[src/rtl/mem_wb_elastic.sv]
// mem_wb_elastic: MEM/WB register with valid/ready handshake and a one-entry skid buffer.
// Define MEM_WB_PERF_EN to add a saturating stall_count output.
module mem_wb_elastic #(
  parameter int S_WB      = 2,
  parameter int SIZE_DATA = 32,
  parameter int SIZE_ADDR = 5,
  parameter int COUNT_W   = 16
) (
  input  logic                 clk,
  input  logic                 rst,
  input  logic                 flush,
`ifdef MEM_WB_PERF_EN
  output logic [COUNT_W-1:0]   stall_count,
`endif
  input  logic                 in_valid,
  output logic                 in_ready,
  input  logic [S_WB-1:0]      WB,
  input  logic [SIZE_DATA-1:0] DatoLeido,
  input  logic [SIZE_DATA-1:0] direccion,
  input  logic [SIZE_ADDR-1:0] direccionRegistro,
  output logic                 out_valid,
  input  logic                 out_ready,
  output logic [S_WB-1:0]      WB_out,
  output logic [SIZE_DATA-1:0] datoLeido_out,
  output logic [SIZE_DATA-1:0] direccion_out,
  output logic [SIZE_ADDR-1:0] direccionRegistro_out,
  output logic                 wb_reg_write,
  output logic [SIZE_DATA-1:0] wb_data
);
  typedef enum logic [1:0] {EMPTY, BUSY, FULL} state_t;
  state_t state;
  logic [S_WB-1:0]      skid_wb;
  logic [SIZE_DATA-1:0] skid_dato, skid_dir;
  logic [SIZE_ADDR-1:0] skid_reg;
  logic accept, take;
  assign accept = in_valid & in_ready;
  assign take   = out_valid & out_ready;
  assign wb_reg_write = out_valid & WB_out[1];
  assign wb_data      = WB_out[0] ? datoLeido_out : direccion_out;
  // in_ready/out_valid are registered copies of the state so out_ready never reaches in_ready
  always_ff @(posedge clk or posedge rst) begin
    if (rst) begin
      state                 <= EMPTY;
      in_ready              <= 1'b1;
      out_valid             <= 1'b0;
      WB_out                <= '0;
      datoLeido_out         <= '0;
      direccion_out         <= '0;
      direccionRegistro_out <= '0;
      skid_wb               <= '0;
      skid_dato             <= '0;
      skid_dir              <= '0;
      skid_reg              <= '0;
    end else if (flush) begin
      state     <= EMPTY;
      in_ready  <= 1'b1;
      out_valid <= 1'b0;
      WB_out    <= '0;
    end else if (state == FULL) begin
      if (take) begin
        state                 <= BUSY;
        in_ready              <= 1'b1;
        WB_out                <= skid_wb;
        datoLeido_out         <= skid_dato;
        direccion_out         <= skid_dir;
        direccionRegistro_out <= skid_reg;
      end
    end else if (accept && (state == EMPTY || take)) begin
      state                 <= BUSY;
      out_valid             <= 1'b1;
      WB_out                <= WB;
      datoLeido_out         <= DatoLeido;
      direccion_out         <= direccion;
      direccionRegistro_out <= direccionRegistro;
    end else if (accept) begin
      state     <= FULL;
      in_ready  <= 1'b0;
      skid_wb   <= WB;
      skid_dato <= DatoLeido;
      skid_dir  <= direccion;
      skid_reg  <= direccionRegistro;
    end else if (take) begin
      state     <= EMPTY;
      out_valid <= 1'b0;
    end
  end
`ifdef MEM_WB_PERF_EN
  always_ff @(posedge clk or posedge rst) begin
    if (rst) stall_count <= '0;
    else if (out_valid && !out_ready && stall_count != '1) stall_count <= stall_count + 1'b1;
  end
`else
  logic [COUNT_W-1:0] unused_count;
  assign unused_count = '0;
`endif
endmodule

[config.mk]
export PLATFORM = sky130hd
export DESIGN_NAME = mem_wb_elastic
export DESIGN_NICKNAME = d
export VERILOG_FILES = /design/src/rtl/mem_wb_elastic.sv
export SDC_FILE = /design/constraint.sdc
export NUM_CORES = 1
export LEC_CHECK = 0
export ABC_AREA = 1
export BUFFER_PORTS_ARGS = -buffer_cell sky130_fd_sc_hd__buf_2
export CAP_MARGIN = 20
export CORE_ASPECT_RATIO = 0.9
export CORE_MARGIN = 2
export CORE_UTILIZATION = 42
export DETAILED_ROUTE_END_ITERATION = 10
export PLACE_DENSITY = 0.65
export SLEW_MARGIN = 20
export SYNTH_ARGS = -nofsm -noshare
export SYNTH_HDL_FRONTEND = slang
export SYNTH_SLANG_ARGS = --single-unit
[constraint.sdc]
create_clock -name clk -period 6.1 [get_ports clk]
set_input_delay 0 -clock clk [delete_from_list [all_inputs] [get_ports clk]]
set_output_delay 0 -clock clk [all_outputs]
set_load 0.03 [all_outputs]
After elaboration in Yosys (flattened, before gate mapping)
Index checks and enable logic that the tools add are counted.
{ "word_totals": {"reg_bits": 146, "out_inout_bits": 106, "in_bits": 76, "word_cells": 67} }
{ "op_classes": {"n_eq_ne": 6, "n_bitwise": 6, "reduce_logical": 14, "mux": 30} }
{ "op_table": {"columns": ["op", "count"], "rows": [
  ["32-bit two-way mux", 7],
  ["2-bit two-way mux", 10],
  ["5-bit two-way mux", 3],
  ["1-bit two-way mux", 10],
  ["3-bit AND reduction", 3],
  ["3-bit nonzero test", 3],
  ["3-bit inequality test, second input constant", 2],
  ["2-bit inequality test, second input constant", 2],
  ["2-bit AND reduction", 2],
  ["4-bit AND reduction", 1],
  ["4-bit nonzero test", 1],
  ["1-bit AND", 3],
  ["3-bit by 2-bit inequality test with 1-bit output, second input constant", 1],
  ["1-bit NOT", 3],
  ["2-bit == test, second input constant", 1],
  ["2-bit logical NOT", 1],
  ["2-bit nonzero test", 1],
  ["1-bit logical AND", 1],
  ["1-bit logical OR", 1]
]} }

Depth between registers and ports, before layout
{ "depth": {"ltp_word": 6, "ltp_mapped": 8, "depth_no_buf": 7} }

Least setup slack after synthesis
Ideal clock, no wire load.
{ "synth_timing": {"kind": "register to register", "startpoint": "register in_ready", "endpoint": "register skid_dato[0]", "path_buffers": 2, "setup_ps": 121, "arrival_ps": 1472, "setup_slack_ps": 4507, "period_less_slack_ps": 1593, "required_time_ps": 5979, "stages_incl_launch_ff": 6, "path_cell_list": "dfstp_2 > nand2_1 > nor3_4 > buf_4 > buf_2 > o21ai_1"} }
{ "synth_between": {"elab_chain_len": 4} }
{ "synth_rtl": {"columns": ["item", "line_no", "text"], "rows": [
  ["start, declared", "16", "output logic in_ready,"],
  ["start signal, assigned", "44", "in_ready <= 1'b1;"],
  ["start signal, assigned", "56", "in_ready <= 1'b1;"],
  ["start signal, assigned", "62", "in_ready <= 1'b1;"],
  ["1-bit AND (*)", "36", "assign accept = in_valid & in_ready;"],
  ["1-bit logical AND", "68", "end else if (accept && (state == EMPTY || take)) begin"],
  ["1-bit NOT (no source line)", null, null],
  ["4-bit AND reduction (no source line) (*)", null, null],
  ["end signal, assigned", "79", "skid_dato <= DatoLeido;"],
  ["end, declared", "33", "logic [SIZE_DATA-1:0] skid_dato, skid_dir;"]
]} }
Every way passes the cells marked *; elsewhere a longest branch is shown, timed or not.
A chain may end at the register's enable or synchronous reset.

Final worst setup path
{ "layout_timing": {"startpoint": "register in_ready", "endpoint": "register datoLeido_out[9]"} }
{ "layout_between": {"elab_chain_len": 4} }
{ "layout_rtl": {"columns": ["item", "line_no", "text"], "rows": [
  ["1-bit AND", "36", null],
  ["1-bit logical AND", "68", null],
  ["2-bit nonzero test (no source line)", null, null],
  ["3-bit AND reduction (no source line)", null, null],
  ["end signal, assigned", "64", "datoLeido_out <= skid_dato;"],
  ["end signal, assigned", "72", "datoLeido_out <= DatoLeido;"],
  ["end, declared", "24", "output logic [SIZE_DATA-1:0] datoLeido_out,"]
]} }
No other way between the ends.

==> out/qor.yml <==
timing:
  fin_crit_ns: 2.95
  finalSetupViolations: 0
  hold_violations: 0
  drv_slew: 0
  skew_ns: 0.00641
  rsz0062_at_grt: "false"
  fmax_mhz: 339
  setup_tns_ns: 0
  worst_pin_slew_ns: 1.01
  relSlewSlack_pct: 32.2
  period_share_pct: 48.4
layout:
  final_nets: 1140
  drive_above_1_share_pct: 24.0
  mostFrequentLayoutCell: "nand2_1"
  n_antenna_cell: 0
  fillers: 1455
  area_delta_synth_final_pct: 33.1
  design_area_um2: 9180
  most-common-layout-cells: "nand2_1, buf_2, dfrtp_1"
pwr:
  switching_share_pct: 41.5
  p_leak_nw: 4.88
  clkPwrFrac_pct: 23.2
  p_comb_share_pct: 40.5
  power_switching_w: 0.00193
  internal-power_w: 0.00273
  peakVddDrop_uv: 385
  share_seq_of_total_power_pct: 36.3
  p_per_area_nw_per_um2: 507
  p_total_w: 0.00466
clock_tree:
  cts_tree: "yes"
  clk_latency_ns: 0.41
  cts_root_buf: "clkbuf_16"
  cts_setup_buffers: 0
  cts_inserted_buffers: 17
  cts.sink_count: 146
  cts_htree_levels: 4
  clk_pin_slew_ns: 0.06
  cts.path.max_buffers: 2
critical_path:
  cp_common_cell: "nand2_1"
  ff2ff_path_depth: 9
  crit_type: "reg -> reg"
  start_kind: "flop"
  worst_r2r_endpoint: "datoLeido_out[9]$_DFFE_PP0P_"
  end_kind: "flop"
  crit_slowest_cell: "buf_4"
  arrival_ns: 3.25
  path_max_fanout: 70
  required_ns: 6.40
  ff2ff_setup_slack_ns: 3.15
  r2r-start: "in_ready$_DFFE_PP1P_"
  crit_chain: "nand2_1 > nor2_1 > nand2_1 > nand2_2 > buf_4 > nand2_2 > buf_4 > nand2_1 > nand2_1"
  cpPeakStageDelay_ns: 0.59
placed_design:
  hpwl_mm: 10.1
  globalplace.congestion: 0.810
  placed_cell_area_um2: 7840
  port_buffers: 181
route:
  wl_met1_mm: 8.23
  wl_mm: 17.1
  drc_errors: 0
  wl_per_cell_um: 13.4
  top_layer: "met4"
  drt-vias-per-instance: 4.80
  ant_nets: 0
  via_count: 6153
  wl_met3_um: 929
  drt_iter0_markers: 506
  wl_met2_mm: 7.75
  drt_pre_antenna_iters: 7
die:
  num_rows: 44
  fp.dieArea_um2: 17500
  die_x_um: 139
  core_area_um2: 16100
  initial_core_util_pct: 42.8
  die_h_um: 126
  io_pins: 182
min_path:
  min_from: "out_ready"
  hold_path_class: "in -> reg"
  min_path_cells: 5
  worstHoldEndpoint: "out_valid$_DFFE_PP0P_"
job:
  drv_cap: 0
synthesis:
  synth_seq_cells: 146
  syn_area_per_cell_um2: 8.21
  ys_top_cells_by_area: "dfrtp_1, nand2_1, o21ai_0"
  synth_warnings: 0
  ys_types: 17
  synth_top_area_share_pct: 52.6
  synthesis.nets: 916
  postSynthCellCount: 840
  ys_seq_area_share_pct: 53.0
  synth_top_area_cell: "dfrtp_1"
  syn_area_um2: 6900
run_status:
  outcome: "complete, no violations"
global_route:
  grt_pass1_wl_mm: 28.6
  track_usage_pct: 20.2
  first_global_vias: 5587
  grt_max_degree: 115
  overflow: 0
  antenna_found_initial: 0
[kinds of logic after synthesis]
| kind of cell | Yosys count | share of synthesized area (%) |
|---|---|---|
| and+or+nand+nor | 388 | 22.8 |
| DFF | 146 | 53.0 |
| AOI/OAI and AO/OA | 142 | 10.4 |
| buffers and inverters | 132 | 8.61 |
| muxes | 32 | 5.22 |
[power groups by stage]
stage               logic, W  clock network [W]  registers (W)
floorplan           0.000946                  0        0.00207
global placement     0.00182                  0        0.00170
detailed placement   0.00185                  0        0.00170
CTS                  0.00190            0.00110        0.00169
global route         0.00207            0.00114        0.00176
finish               0.00188            0.00108        0.00169
[timing repair]
action / in CTS / in global routing
hold buffers: 73 / 0
hold endpoints to repair: 210 / 0
gates resized for setup: 0 / 0
[synthesized netlist by cell type]
cell type / instances
buf_4: 17
o21ai_0: 120
inv_2: 3
buf_2: 28
inv_1: 74
nand2_2: 2
o21ai_2: 1
nor3_4: 1
mux2_2: 32
nand2_1: 303
o21ai_1: 21
clkbuf_1: 10
dfrtp_1: 145
dfstp_2: 1
nor2_4: 1
nor2_1: 5
nand3_1: 76
[routing by layer]
layer,up-vias,global-route usage (%)
met5,-,0
met4,0,6.00
met3,19,4.29
met2,185,30.6
met1,2831,29.3
li1,3118,-
[layout make-up]
type	instances	area (um^2)	share of cell area, %
Sequential cell	146	3660	39.8
Timing Repair Buffer	260	1690	18.4
Multi-Input combinational cell	562	2670	29.0
Inverter	77	294	3.20
Clock inverter	4	95.1	1.04
Clock buffer	26	519	5.65
Tap cell	207	259	2.82
[worst max-delay path by stage]
stage,start,cells after the start,to
4_1_cts,in_ready$_DFFE_PP1P_,9,direccion_out[31]$_DFFE_PP0P_
6_report,in_ready$_DFFE_PP1P_,9,datoLeido_out[9]$_DFFE_PP0P_
3_3_place_gp,in_ready$_DFFE_PP1P_,9,direccion_out[9]$_DFFE_PP0P_
2_1_floorplan,rst,1,WB_out[0]$_DFFE_PP0P_
3_5_place_dp,in_ready$_DFFE_PP1P_,9,direccion_out[31]$_DFFE_PP0P_
5_1_grt,in_ready$_DFFE_PP1P_,9,direccionRegistro_out[3]$_DFFE_PP0P_
[stage by stage]
step / setup WS, ns / cells / utilization [%] / hold WS [ns]
floorplan: 2.18 / 840 / - / 0.117
global placement: 3.19 / 1179 / 48.6 / 0.146
detailed placement: 3.12 / 1179 / 48.6 / 0.144
CTS: 3.12 / 1282 / 56.9 / 0.0895
global route: 2.84 / 1282 / 56.9 / 0.176
finish: 3.15 / 1282 / 56.9 / 0.124
[worst max-delay path: cells and delay by family, from the launching register on]
family,cells,cell delay (ns)
flops,1,0.54
simple gates,7,1.20
buf+inv,2,1.03
Note: power is estimated with default switching activity, not from simulation.
